**src/rtl/mips32_fetch_queue.sv**
```systemverilog
// -----------------------------------------------------------------------------
// mips32_fetch_queue
//
// Instruction-fetch front end for the MIPS32 pipeline, sitting directly
// upstream of ID. A word-addressed PC issues in-order requests to
// instruction memory (req/gnt, responses flagged by rvalid). Returned words
// are buffered together with their NPC in a DEPTH-entry circular queue that
// feeds ID over valid/ready. A branch redirect flushes the queue and marks
// every fetch still in flight to be dropped when it returns.
//
// Ports
//   clk1            in   single clock, all state updates on posedge
//   rst             in   synchronous active-high reset
//   halt            in   stop issuing new fetches (queue still drains)
//   redirect_valid  in   restart fetch at redirect_pc
//   redirect_pc     in   branch target (word address)
//   imem_req        out  fetch request
//   imem_addr       out  request word address, low AW bits of pc
//   imem_gnt        in   request accepted when imem_req && imem_gnt
//   imem_rvalid     in   read data valid, in request order
//   imem_rdata      in   instruction word
//   id_valid        out  queue head valid for ID
//   id_ready        in   ID consumes head on id_valid && id_ready
//   id_ir           out  head instruction
//   id_npc          out  head instruction address + 1
//   occupancy       out  current queue entry count
// -----------------------------------------------------------------------------
module mips32_fetch_queue #(
    parameter int          DEPTH    = 4,
    parameter int          AW       = 10,
    parameter logic [31:0] RESET_PC = 32'h0000_0000
) (
    input  logic                     clk1,
    input  logic                     rst,
    input  logic                     halt,
    input  logic                     redirect_valid,
    input  logic [31:0]              redirect_pc,
    output logic                     imem_req,
    output logic [AW-1:0]            imem_addr,
    input  logic                     imem_gnt,
    input  logic                     imem_rvalid,
    input  logic [31:0]              imem_rdata,
    output logic                     id_valid,
    input  logic                     id_ready,
    output logic [31:0]              id_ir,
    output logic [31:0]              id_npc,
    output logic [$clog2(DEPTH):0]   occupancy
);

    localparam int PW = $clog2(DEPTH);
    localparam int CW = PW + 1;
    localparam logic [CW:0] LP_DEPTH = DEPTH[CW:0];

    logic [31:0]   r_pc;
    logic [31:0]   r_resp_pc;
    logic [31:0]   r_ir_mem  [DEPTH];
    logic [31:0]   r_npc_mem [DEPTH];
    logic [PW-1:0] r_head;
    logic [PW-1:0] r_tail;
    logic [CW-1:0] r_count;
    logic [CW-1:0] r_inflight;
    logic [CW-1:0] r_drop;

    logic [CW:0]   w_credit_used;
    logic          w_accept;
    logic          w_push;
    logic          w_pop;
    logic          w_drop_hit;
    logic          w_nonempty;

    // Queued entries plus outstanding fetches (including ones that will be
    // dropped) may never exceed DEPTH, so a returning word always has a slot.
    always_comb begin
        w_credit_used = {1'b0, r_count} + {1'b0, r_inflight};
        imem_req      = !rst && !halt && !redirect_valid && (w_credit_used < LP_DEPTH);
        imem_addr     = r_pc[AW-1:0];
        w_accept      = imem_req && imem_gnt;
        w_drop_hit    = imem_rvalid && (r_drop != '0);
        w_push        = imem_rvalid && (r_drop == '0) && !redirect_valid && !rst;
        w_nonempty    = (r_count != '0);
        id_valid      = w_nonempty && !redirect_valid;
        w_pop         = id_valid && id_ready;
        id_ir         = w_nonempty ? r_ir_mem[r_head]  : 32'h0;
        id_npc        = w_nonempty ? r_npc_mem[r_head] : 32'h0;
        occupancy     = r_count;
    end

    always_ff @(posedge clk1) begin
        if (rst) begin
            r_pc       <= RESET_PC;
            r_resp_pc  <= RESET_PC;
            r_head     <= '0;
            r_tail     <= '0;
            r_count    <= '0;
            r_inflight <= '0;
            r_drop     <= '0;
        end else if (redirect_valid) begin
            // No request is issued in a redirect cycle, so every fetch still
            // outstanding after this edge belongs to the old path.
            r_pc       <= redirect_pc;
            r_resp_pc  <= redirect_pc;
            r_head     <= '0;
            r_tail     <= '0;
            r_count    <= '0;
            r_inflight <= r_inflight - CW'(imem_rvalid);
            r_drop     <= r_inflight - CW'(imem_rvalid);
        end else begin
            if (w_accept) begin
                r_pc <= r_pc + 32'd1;
            end
            r_inflight <= r_inflight + CW'(w_accept) - CW'(imem_rvalid);
            if (w_drop_hit) begin
                r_drop <= r_drop - CW'(1);
            end
            if (w_push) begin
                r_tail    <= r_tail + PW'(1);
                r_resp_pc <= r_resp_pc + 32'd1;
            end
            if (w_pop) begin
                r_head <= r_head + PW'(1);
            end
            case ({w_push, w_pop})
                2'b10:   r_count <= r_count + CW'(1);
                2'b01:   r_count <= r_count - CW'(1);
                default: r_count <= r_count;
            endcase
        end
    end

    // Queue storage needs no reset: r_count gates visibility of every slot.
    always_ff @(posedge clk1) begin
        if (w_push) begin
            r_ir_mem[r_tail]  <= imem_rdata;
            r_npc_mem[r_tail] <= r_resp_pc + 32'd1;
        end
    end

endmodule

```
**config.mk**
```make
export PLATFORM = sky130hd
export DESIGN_NAME = mips32_fetch_queue
export DESIGN_NICKNAME = d
export VERILOG_FILES = /design/src/rtl/mips32_fetch_queue.sv
export SDC_FILE = /design/constraint.sdc
export NUM_CORES = 1
export LEC_CHECK = 0
export CORE_ASPECT_RATIO = 1.5
export CORE_MARGIN = 2
export CORE_UTILIZATION = 48
export CTS_CLUSTER_SIZE = 16
export DETAILED_ROUTE_END_ITERATION = 8
export PLACE_DENSITY = 0.7
export SYNTH_ARGS = -nofsm -noshare
export SYNTH_HDL_FRONTEND = slang
export SYNTH_SLANG_ARGS = --single-unit
export TNS_END_PERCENT = 100
```
**constraint.sdc**
```tcl
create_clock -name clk1 -period 7.3 [get_ports clk1]
set_input_delay 1.095 -clock clk1 [delete_from_list [all_inputs] [get_ports clk1]]
set_output_delay 1.095 -clock clk1 [all_outputs]
set_load 0.01 [all_outputs]
```
==> parameters.txt, run 1 <==
Parameter                              Value

Outcome
  Status ... complete, no violations

Detailed routing
  Final routed wirelength across all metal layers ... 28000 um
  Routed wirelength normalized by instance count ... 20.0 um
  Via total after detailed routing ... 8028
  Drt initial violations ... 578
  Post-detailed-route count of antenna-violating nets ... 0
  Ratio of routed vias to standard cells ... 5.73
  DRC errors left ... 0
  1st-pass router iterations ... 5

Floorplan
  Starting density of the core ... 48.4%
  Number of placed I/O pins ... 150
  Number of cell rows ... 75
  Die Wd ... 141 um
  Die Footprint ... 29500 um2
  Die Y-Extent ... 209 um
  Placeable core area ... 27900 um2

Synthesis
  Total standard cell area after synthesis ... 13500 um2
  Most used flip-flop cell after synthesis ... sky130_fd_sc_hd__edfxtp_1
  Fraction of post-synthesis cell area in the top cell type by area ... 56.9%
  EDFF count, synth ... 256
  Yosys top cell by area ... sky130_fd_sc_hd__edfxtp_1
  Synth Area per Inst ... 15.0 um2
  Post-Syn Instances ... 897
  Number of distinct library cell variants in the gate-level netlist after synthesis ... 59
  Number of register bits inferred by synthesis ... 313
  Total number of yosys warnings ... 0
  Fraction of registers with async set or reset after synthesis ... 0%
  Main area contributors after synthesis ... sky130_fd_sc_hd__edfxtp_1, sky130_fd_sc_hd__mux4_2, sky130_fd_sc_hd__dfxtp_1
  Net count after synthesis ... 985
  Register area share after synthesis ... 65.4%

Clocking
  Cts bufs inserted ... 28
  Number of H-tree levels ... 1
  Maximum number of buffers from clock root to sink ... 3
  CTS tree ... done
  Post-CTS sizing ... 0
  Cell chosen for the clock root ... sky130_fd_sc_hd__clkbuf_16
  Register clock-pin slew on the reported worst setup and hold paths ... 0.06 ns
  Later-pin clock latency in the skew report ... 0.54 ns
  CTS Sinks ... 313
  Hold buffer count at cts ... 0
  Postcts setup bufs ... 0

GRT
  Global Route Usage Sum ... 19.1%
  Sum of overflow across all layers after global routing ... 0
  Vias in the first global route ... 7942
  Layer with the highest usage ... met2
  Met3 Resource Use GR ... 2.33%
  Largest net degree at the start of global routing ... 68
  First-pass GRT wire length ... 44200 um
  Number of antenna violations at the first check in global routing ... 0
  GR met1 Demand/Resource ... 24.6%
  Met2 track demand over resource ... 33.8%

Timing
  Final clock period utilization by the worst path ... 60.8%
  Setup repair after global routing missed its margin ... no
  Setup TNS ... 0 ns
  Max Transition Viols Final ... 0
  Tightest slew margin relative to the limit ... 32.6%
  Total count of hold-check failures in the final report ... 0
  Slew at the pin closest to its max-slew limit ... 1.01 ns
  Post-layout minimum cycle time ... 4.44 ns
  Worst hold slack ... 0.503 ns
  Maximum clock rate ... 225 MHz
  Setup violators final ... 0
  Final clock skew ... 0.0135 ns

Worst setup path
  Highest-delay cell along the critical path ... sky130_fd_sc_hd__dfxtp_4
  Worst-path cell chain ... buf_4 > mux4_2 > nor2b_1 > clkdlybuf4s50_1
  Worst setup path class ... reg2out
  Data required time at the worst endpoint ... 6.20 ns
  Delay of the slowest critical-path stage ... 0.84 ns
  Path depth of the worst reg2reg path ... 12
  Data arrival at the endpoint of the critical path ... 3.34 ns
  Peak fanout along the critical path ... 36
  Crit start category ... flop
  Nature of the critical path endpoint ... output port

Placement
  Routability congestion estimate from global placement ... 0.827
  Detail Placement HPWL ... 18200 um
  Buffers added on ports ... 149

Job
  Number of max-cap violations ... 0

Finish
  Area Growth Syn to Fin ... 19.8%
  Most common library cell in the layout ignoring fill and taps ... sky130_fd_sc_hd__edfxtp_1
  Fraction of layout cells with a size suffix above 1 ... 12.6%
  Register cell area after layout ... 8830 um2
  Area taken by multi-input logic gates ... 4370 um2
  Fillcell total ... 2197
  Net count reported at finish ... 1120
  Post-route core utilization ... 58.0%
  Diodes inserted ... 0
  Commonest cells after routing, fill and taps aside ... sky130_fd_sc_hd__edfxtp_1, sky130_fd_sc_hd__clkdlybuf4s50_1, sky130_fd_sc_hd__nor2b_1

Power and ir drop
  Overall power consumption ... 3.62 mW
  Leakage ... 5.08 nW
  Total power divided by cell area ... 224 nW/um2
  Peak supply drop ... 0.000154 V

Worst hold path
  Class of the worst hold path ... reg2reg
  Hold Path Cell Cnt ... 2
-- power by group --
group / switching [mW] / internal [mW] / total [mW]
combinational: 0.116 / 0.110 / 0.226
clock: 0.620 / 0.762 / 1.38
sequential: 0.0384 / 1.97 / 2.01
total: 0.775 / 2.84 / 3.62
-- per-stage QoR --
step	instance area [um2]	setup WS (ns)	std cells
after floorplan	13500	3.35	897
after global placement	15300	2.82	1348
after detailed placement	15300	2.75	1348
after CTS	16200	2.72	1400
after global routing	16200	2.57	1400
final	16200	2.86	1400
-- metal layers --
metal | wire length [um] | vias to the layer above
met5 | 0 | -
met4 | 747 | 0
met3 | 1420 | 49
met2 | 14800 | 241
met1 | 11100 | 3987
li1 | - | 3751
-- worst max-delay path, delay by kind of cell (launching register included) --
family / cells / cell delay [ns]
buf+inv: 2 / 1.12
flops: 1 / 0.84
mux: 1 / 0.64
simple gates: 1 / 0.16
-- kinds of logic after synthesis --
family / Yosys count / share of synthesized area, %
adders and majority gates: 17 / 1.69
buffers and inverters: 79 / 2.33
DFF: 313 / 65.4
xor gates and xnor gates: 47 / 3.05
muxes: 65 / 10.8
AOI/OAI and AO/OA: 93 / 4.98
and+or+nand+nor: 283 / 11.8
-- flip-flops by register name, indices dropped and copies added, names as in the netlist, named ones only --
signal	flops
r_pc	10
r_resp_pc	32
occupancy	3
r_drop	3
r_tail	2
r_head	2
r_inflight	3
r_npc_mem	128
r_ir_mem	128
-- cell usage after synthesis, types with 12 or more instances --
cell type / count
sky130_fd_sc_hd__or4_1: 16
sky130_fd_sc_hd__xor2_1: 23
sky130_fd_sc_hd__nand2_1: 39
sky130_fd_sc_hd__inv_1: 21
sky130_fd_sc_hd__nand3_1: 20
sky130_fd_sc_hd__buf_2: 13
sky130_fd_sc_hd__dfxtp_1: 57
sky130_fd_sc_hd__a311oi_1: 12
sky130_fd_sc_hd__nand4_1: 15
sky130_fd_sc_hd__o21ai_0: 12
sky130_fd_sc_hd__nor2b_1: 65
sky130_fd_sc_hd__a211oi_1: 12
sky130_fd_sc_hd__mux4_2: 64
sky130_fd_sc_hd__ha_1: 15
sky130_fd_sc_hd__and3_1: 15
sky130_fd_sc_hd__nor4_1: 15
sky130_fd_sc_hd__a21oi_1: 14
sky130_fd_sc_hd__nor3_1: 19
sky130_fd_sc_hd__xnor2_1: 24
sky130_fd_sc_hd__clkbuf_1: 40
sky130_fd_sc_hd__edfxtp_1: 256
sky130_fd_sc_hd__nor2_1: 42
-- layout make-up --
class,instances,share of cell area (%)
well taps,346,2.68
inverters,22,0.511
flip-flops and latches,313,54.6
clock inverters,17,0.712
multi-input cells,505,27.0
repair buffers,162,9.83
clock buffers,35,4.63
-- final timing paths --
kind,slack (ns),end,startpoint
worst max-delay path,2.86,id_npc[14],flop
worst min-delay path,0.50,r_tail[0],r_tail[0]
worst max register to register,3.97,r_inflight[2],occupancy[2]
worst min register to register,0.50,r_tail[0],r_tail[0]
Note: power is estimated with default switching activity, not from simulation.
==> run 2, diff against run 1 <==
Clock period 7.3 ns to 4.55 ns, I/O delays scaled along.
==> run 2 against run 1 <==
Net effect:
- die area unchanged
- register-to-register slack got worse by 2.8 ns
- cell area increased by 1.8%
- largest power group unchanged
- global-route usage increased by 0.23 points
- wire length increased by 1.4%
- power increased by 71%
- clock skew increased by 0.0078 ns
- non-clock buffer count increased by 7
- combinational power increased by 63%
- count of clock-buffer cells in the layout increased by 5
==> parameters.txt, run 2 (same netlist as run 1, synthesis figures left out) <==
Parameter                              Value

Floorplan
  Die Footprint ... 29500 um2 (unchanged)
  Die Y-Extent ... 209 um (unchanged)
  Number of cell rows ... 75 (unchanged)
  Die Wd ... 141 um (unchanged)
  Starting density of the core ... 48.4% (unchanged)
  Number of placed I/O pins ... 150 (unchanged)
  Placeable core area ... 27900 um2 (unchanged)

Timing
  Final clock period utilization by the worst path ... 79.2%
  Total count of hold-check failures in the final report ... 0 (unchanged)
  Setup TNS ... 0 ns (unchanged)
  Tightest slew margin relative to the limit ... 25.7% (-6.8 points)
  Final clock skew ... 0.0213 ns (+0.00777 ns)
  Max Transition Viols Final ... 0 (unchanged)
  Setup repair after global routing missed its margin ... no
  Post-layout minimum cycle time ... 3.60 ns
  Slew at the pin closest to its max-slew limit ... 1.10 ns (+0.0921 ns)
  Setup violators final ... 0 (unchanged)
  Maximum clock rate ... 278 MHz

Clocking
  Hold buffer count at cts ... 0 (unchanged)
  Later-pin clock latency in the skew report ... 0.56 ns (+0.02 ns)
  Cts bufs inserted ... 29 (+3.6%)
  Maximum number of buffers from clock root to sink ... 3 (unchanged)
  CTS tree ... done
  Cell chosen for the clock root ... sky130_fd_sc_hd__clkbuf_16
  Postcts setup bufs ... 0 (unchanged)
  Number of H-tree levels ... 1 (unchanged)
  Register clock-pin slew on the reported worst setup and hold paths ... 0.06 ns (about the same)
  Post-CTS sizing ... 0 (unchanged)
  CTS Sinks ... 313 (unchanged)

Detailed routing
  Final routed wirelength across all metal layers ... 28400 um (+1.4%)
  Post-detailed-route count of antenna-violating nets ... 0 (unchanged)
  Via total after detailed routing ... 8106 (+0.97%)
  Drt initial violations ... 512 (-11%)
  1st-pass router iterations ... 5 (unchanged)
  DRC errors left ... 0 (unchanged)
  Routed wirelength normalized by instance count ... 20.2 um (+0.73%)
  Ratio of routed vias to standard cells ... 5.75 (+0.33%)

Placement
  Number of placed cells counting well taps ... 1355 (+0.52%)
  Routability congestion estimate from global placement ... 0.832 (+0.63%)
  Detail Placement HPWL ... 18100 um (-0.10%)
  Buffers added on ports ... 149 (unchanged)

GRT
  Global Route Usage Sum ... 19.3% (+0.23 points)
  Vias in the first global route ... 7994 (+0.65%)
  Largest net degree at the start of global routing ... 68 (unchanged)
  Sum of overflow across all layers after global routing ... 0 (unchanged)
  First-pass GRT wire length ... 44400 um (+0.64%)
  Number of antenna violations at the first check in global routing ... 0 (unchanged)

Power and ir drop
  Overall power consumption ... 6.19 mW (+71%)
  Leakage ... 5.21 nW (+2.6%)
  Peak supply drop ... 0.000265 V (+73%)
  Total power divided by cell area ... 376 nW/um2 (+68%)

Finish
  Registers with the most flip-flops ... r_ir_mem: 128 flops, r_npc_mem: 128 flops, r_resp_pc: 32 flops
  Area Growth Syn to Fin ... 21.9%
  Most common library cell in the layout ignoring fill and taps ... sky130_fd_sc_hd__edfxtp_1
  Net count reported at finish ... 1128 (+0.71%)
  Diodes inserted ... 0 (unchanged)
  Commonest cells after routing, fill and taps aside ... sky130_fd_sc_hd__edfxtp_1, sky130_fd_sc_hd__clkdlybuf4s50_1, sky130_fd_sc_hd__nor2b_1
  Fraction of layout cells with a size suffix above 1 ... 13.9% (+1.3 points)
  Final cell count without fillers ... 1409 (+0.64%)

Outcome
  Status ... complete, no violations

Worst hold path
  Class of the worst hold path ... reg2reg

Worst setup path
  Worst setup path class ... reg2out
  Data arrival at the endpoint of the critical path ... 2.92 ns (-0.42 ns)
  Delay of the slowest critical-path stage ... 0.74 ns (-0.10 ns)
  Data required time at the worst endpoint ... 3.87 ns (-2.33 ns)
  Peak fanout along the critical path ... 28 (-22%)
  Nature of the critical path endpoint ... output port
  Highest-delay cell along the critical path ... sky130_fd_sc_hd__dfxtp_4
  Worst-path cell chain ... buf_12 > mux4_2 > nor2b_1 > clkdlybuf4s50_1
  Crit start category ... flop

Job
  Number of max-cap violations ... 0 (unchanged)
[run 2: cell count changes in the layout (fill, tap and decap cells not counted), moves of 2 or more]
cell                        previous run  this run
sky130_fd_sc_hd__clkinv_1              8         2
sky130_fd_sc_hd__buf_12                0         5
sky130_fd_sc_hd__clkbuf_8              0         5
sky130_fd_sc_hd__bufinv_16             1         5
sky130_fd_sc_hd__clkinv_2              4         1
sky130_fd_sc_hd__buf_4                13        15
[run 2: through the flow]
| stage | instance area (um2) | setup slack (ns) | hold WS, ns | utilization (%) |
|---|---|---|---|---|
| after floorplan | 13500 | 1.01 | 0.466 | - |
| after global placement | 15400 | 0.726 | 0.486 | 55.3 |
| after detailed placement | 15400 | 0.680 | 0.493 | 55.3 |
| after CTS | 16500 | 0.838 | 0.502 | 59.1 |
| after global routing | 16500 | 0.766 | 0.542 | 59.1 |
| final | 16500 | 0.947 | 0.499 | 59.1 |
[run 2: final timing paths]
kind	start	to	slack (ns)	cells after the start
worst min register to register	r_tail[0]	r_tail[0]	0.50	2
worst max-delay path	flop	id_npc[14]	0.95	4
worst max register to register	occupancy[2]	r_inflight[2]	1.20	12
worst min-delay path	r_tail[0]	r_tail[0]	0.50	2
[run 2: power by group]
part	leakage, nW	total [mW]	switching, mW	internal (mW)
Combinational	1.93	0.369	0.190	0.180
Sequential	2.79	3.22	0.0608	3.16
Clock	0.493	2.59	1.05	1.55
Total	5.21	6.19	1.30	4.89
[run 2: final cells by class]
type                            instances  area (um2)
Inverter                               22        82.6
Clock buffer                           40         817
Timing Repair Buffer                  169        1700
Fill cell                            2215       11400
Clock inverter                         14         223
Sequential cell                       313        8830
Multi-Input combinational cell        505        4370
Tap cell                              346         433
[run 2: worst max-delay path: cells and delay by family (launching register included)]
family        cells  cell delay [ns]
mux               1             0.59
flops             1             0.74
simple gates      1             0.16
buf+inv           2             0.84
[run 2: layer usage]
metal,vias to the layer above,global-route usage (%),routed length (um)
met3,41,2.67,1170
met1,4076,24.8,11800
li1,3778,-,-
met2,211,34.2,14800
met5,-,0,0
met4,0,5.76,636
==> run 3, diff against run 2 <==
Settings changed: PLACE_DENSITY 0.7 to 0.72.
Clock period 4.55 ns to 3.3 ns, I/O delays scaled along.
==> run 3 against run 2 <==
Net effect:
- die area did not move
- largest cell class unchanged
- wire length fell by 0.51%
- highest routed layer unchanged
- non-clock buffer count rose by 16
- setup slack got worse by 0.71 ns
- flip-flop and latch count did not move
- worst hold slack improved by 0.017 ns
- cell area rose by 0.57%
- core utilization rose by 0.34 points
- critical path type unchanged
==> parameters.txt, run 3 (same netlist as run 1, synthesis figures left out) <==
Parameter                              Value

Outcome
  Status ... complete, no violations

Worst setup path
  Worst setup path class ... reg2out
  Nature of the critical path endpoint ... output port
  Data arrival at the endpoint of the critical path ... 2.57 ns (-0.35 ns)
  Critical R2R Launch ... occupancy[2]
  Path depth of the worst reg2reg path ... 12 (unchanged)
  Peak fanout along the critical path ... 13 (-54%)
  Crit start category ... flop
  Minimum setup slack among reg-to-reg paths ... 0.47 ns (-0.73 ns)
  Data required time at the worst endpoint ... 2.80 ns (-1.07 ns)

GRT
  Largest net degree at the start of global routing ... 67 (-1.5%)
  First-pass GRT wire length ... 44500 um (about the same)
  Number of antenna violations at the first check in global routing ... 0 (unchanged)
  Vias in the first global route ... 8339 (+4.3%)
  Sum of overflow across all layers after global routing ... 0 (unchanged)
  Global Route Usage Sum ... 19.1% (-0.18 points)

Placement
  Worst-case setup slack after placement ... 0.245 ns (-0.435 ns)
  Detail Placement HPWL ... 18400 um (+1.3%)
  Routability congestion estimate from global placement ... 0.869 (+4.5%)
  Buffers added on ports ... 149 (unchanged)

Floorplan
  Die Wd ... 141 um (unchanged)
  Number of cell rows ... 75 (unchanged)
  Placeable core area ... 27900 um2 (unchanged)
  Starting density of the core ... 48.4% (unchanged)
  Die Y-Extent ... 209 um (unchanged)
  Die Footprint ... 29500 um2 (unchanged)
  Number of placed I/O pins ... 150 (unchanged)

Clocking
  Register clock-pin slew on the reported worst setup and hold paths ... 0.06 ns (about the same)
  Post-CTS sizing ... 0 (unchanged)
  Cell chosen for the clock root ... sky130_fd_sc_hd__clkbuf_16
  Hold buffer count at cts ... 0 (unchanged)
  Number of H-tree levels ... 1 (unchanged)
  Maximum number of buffers from clock root to sink ... 3 (unchanged)
  CTS tree ... done
  Later-pin clock latency in the skew report ... 0.55 ns (about the same)
  CTS Sinks ... 313 (unchanged)
  Cts bufs inserted ... 28 (-3.4%)
  Postcts setup bufs ... 0 (unchanged)

Detailed routing
  Routed wirelength normalized by instance count ... 19.9 um (-1.5%)
  DRC errors left ... 0 (unchanged)
  Final routed wirelength across all metal layers ... 28300 um (-0.51%)
  Ratio of routed vias to standard cells ... 5.71 (-0.76%)
  Drt initial violations ... 549 (+7.2%)
  1st-pass router iterations ... 5 (unchanged)
  Post-detailed-route count of antenna-violating nets ... 0 (unchanged)
  Via total after detailed routing ... 8124 (+0.22%)

Power and ir drop
  Total power divided by cell area ... 497 nW/um2 (+32%)
  Sequential fraction of design power ... 53.9% (+1.8 points)
  Peak supply drop ... 0.000358 V (+35%)
  Internal Pwr Total ... 6.47 mW (+32%)
  Comb power frac ... 6.4% (+0.4 points)
  Leakage ... 5.28 nW (+1.2%)
  Switching component of the power ... 1.76 mW (+35%)
  Clock network fraction of total power ... 39.7% (-2.2 points)
  Net switching share of the total power ... 21.3% (+0.37 points)

Timing
  Setup TNS ... 0 ns (unchanged)
  Final clock period utilization by the worst path ... 92.8%
  Total count of hold-check failures in the final report ... 0 (unchanged)
  Tightest slew margin relative to the limit ... 48.5% (+23 points)
  Setup repair after global routing missed its margin ... no
  Worst Slack Setup Final ... 0.236 ns (-0.710 ns)
  Maximum clock rate ... 326 MHz
  Setup violators final ... 0 (unchanged)
  Max Transition Viols Final ... 0 (unchanged)
  Post-layout minimum cycle time ... 3.06 ns
  Final clock skew ... 0.0189 ns (-0.00244 ns)
  Slew at the pin closest to its max-slew limit ... 0.769 ns (-0.335 ns)

Finish
  Area Growth Syn to Fin ... 22.6%
  Commonest cells after routing, fill and taps aside ... sky130_fd_sc_hd__edfxtp_1, sky130_fd_sc_hd__clkdlybuf4s50_1, sky130_fd_sc_hd__nor2b_1
  Net count reported at finish ... 1143 (+1.3%)
  Most common library cell in the layout ignoring fill and taps ... sky130_fd_sc_hd__edfxtp_1
  Diodes inserted ... 0 (unchanged)
  Fraction of layout cells with a size suffix above 1 ... 15.3% (+1.4 points)
  Registers with the most flip-flops ... r_ir_mem: 128 flops, r_npc_mem: 128 flops, r_resp_pc: 32 flops
  Register cell area after layout ... 8830 um2 (unchanged)
  Fillcell total ... 2097 (-5.3%)
  Area taken by multi-input logic gates ... 4370 um2 (unchanged)

Worst hold path
  Hold Path Cell Cnt ... 2 (unchanged)
  Class of the worst hold path ... reg2reg
  Beginning of the worst hold path ... r_tail[1]

Job
  Number of max-cap violations ... 0 (unchanged)
run 3: path summary, 6_finish.rpt:
kind / end
worst max register to register: r_inflight[2]
worst min register to register: r_tail[1]
worst max-delay path: id_npc[4]
worst min-delay path: r_tail[1]
run 3: area by class of cell:
cell class	count	area share (%)
well taps	346	2.62
flip-flops and latches	313	53.4
clock buffers	35	4.76
clock inverters	17	0.907
inverters	22	0.499
repair buffers	185	11.5
multi-input cells	505	26.4
run 3: stage by stage:
step | std cells | cell area (um2) | utilization [%] | power, mW | hold WS (ns)
2_1_floorplan | 897 | 13500 | - | 4.79 | 0.466
3_3_place_gp | 1371 | 15600 | 56.0 | 5.04 | 0.503
3_5_place_dp | 1371 | 15600 | 56.0 | 5.05 | 0.513
4_1_cts | 1423 | 16600 | 59.4 | 8.30 | 0.522
5_1_grt | 1423 | 16600 | 59.4 | 8.51 | 0.535
6_report | 1423 | 16600 | 59.4 | 8.23 | 0.516
run 3: layer usage:
layer / share of wire [%] / wire length (um) / global-route usage (%) / vias up
li1: - / - / - / 3787
met1: 41 / 11600 / 24.2 / 4066
met2: 52 / 14800 / 34.7 / 232
met3: 4.5 / 1270 / 2.51 / 39
met4: 2.2 / 618 / 5.10 / 0
met5: 0 / 0 / 0 / -
run 3: critical path, stage by stage (launching register included):
cell and delay [ns]:
sky130_fd_sc_hd__dfxtp_4 0.53, sky130_fd_sc_hd__buf_4 0.28, sky130_fd_sc_hd__mux4_2 0.56, sky130_fd_sc_hd__nor2b_1 0.15, sky130_fd_sc_hd__clkdlybuf4s50_1 0.49
run 3: power by group through the flow:
stage          combinational [mW]  clock (mW)  sequential, mW
2_1_floorplan               0.291           0            4.50
3_3_place_gp                0.517           0            4.52
3_5_place_dp                0.531           0            4.52
4_1_cts                     0.534        3.33            4.44
5_1_grt                     0.580        3.48            4.45
6_report                    0.527        3.26            4.44
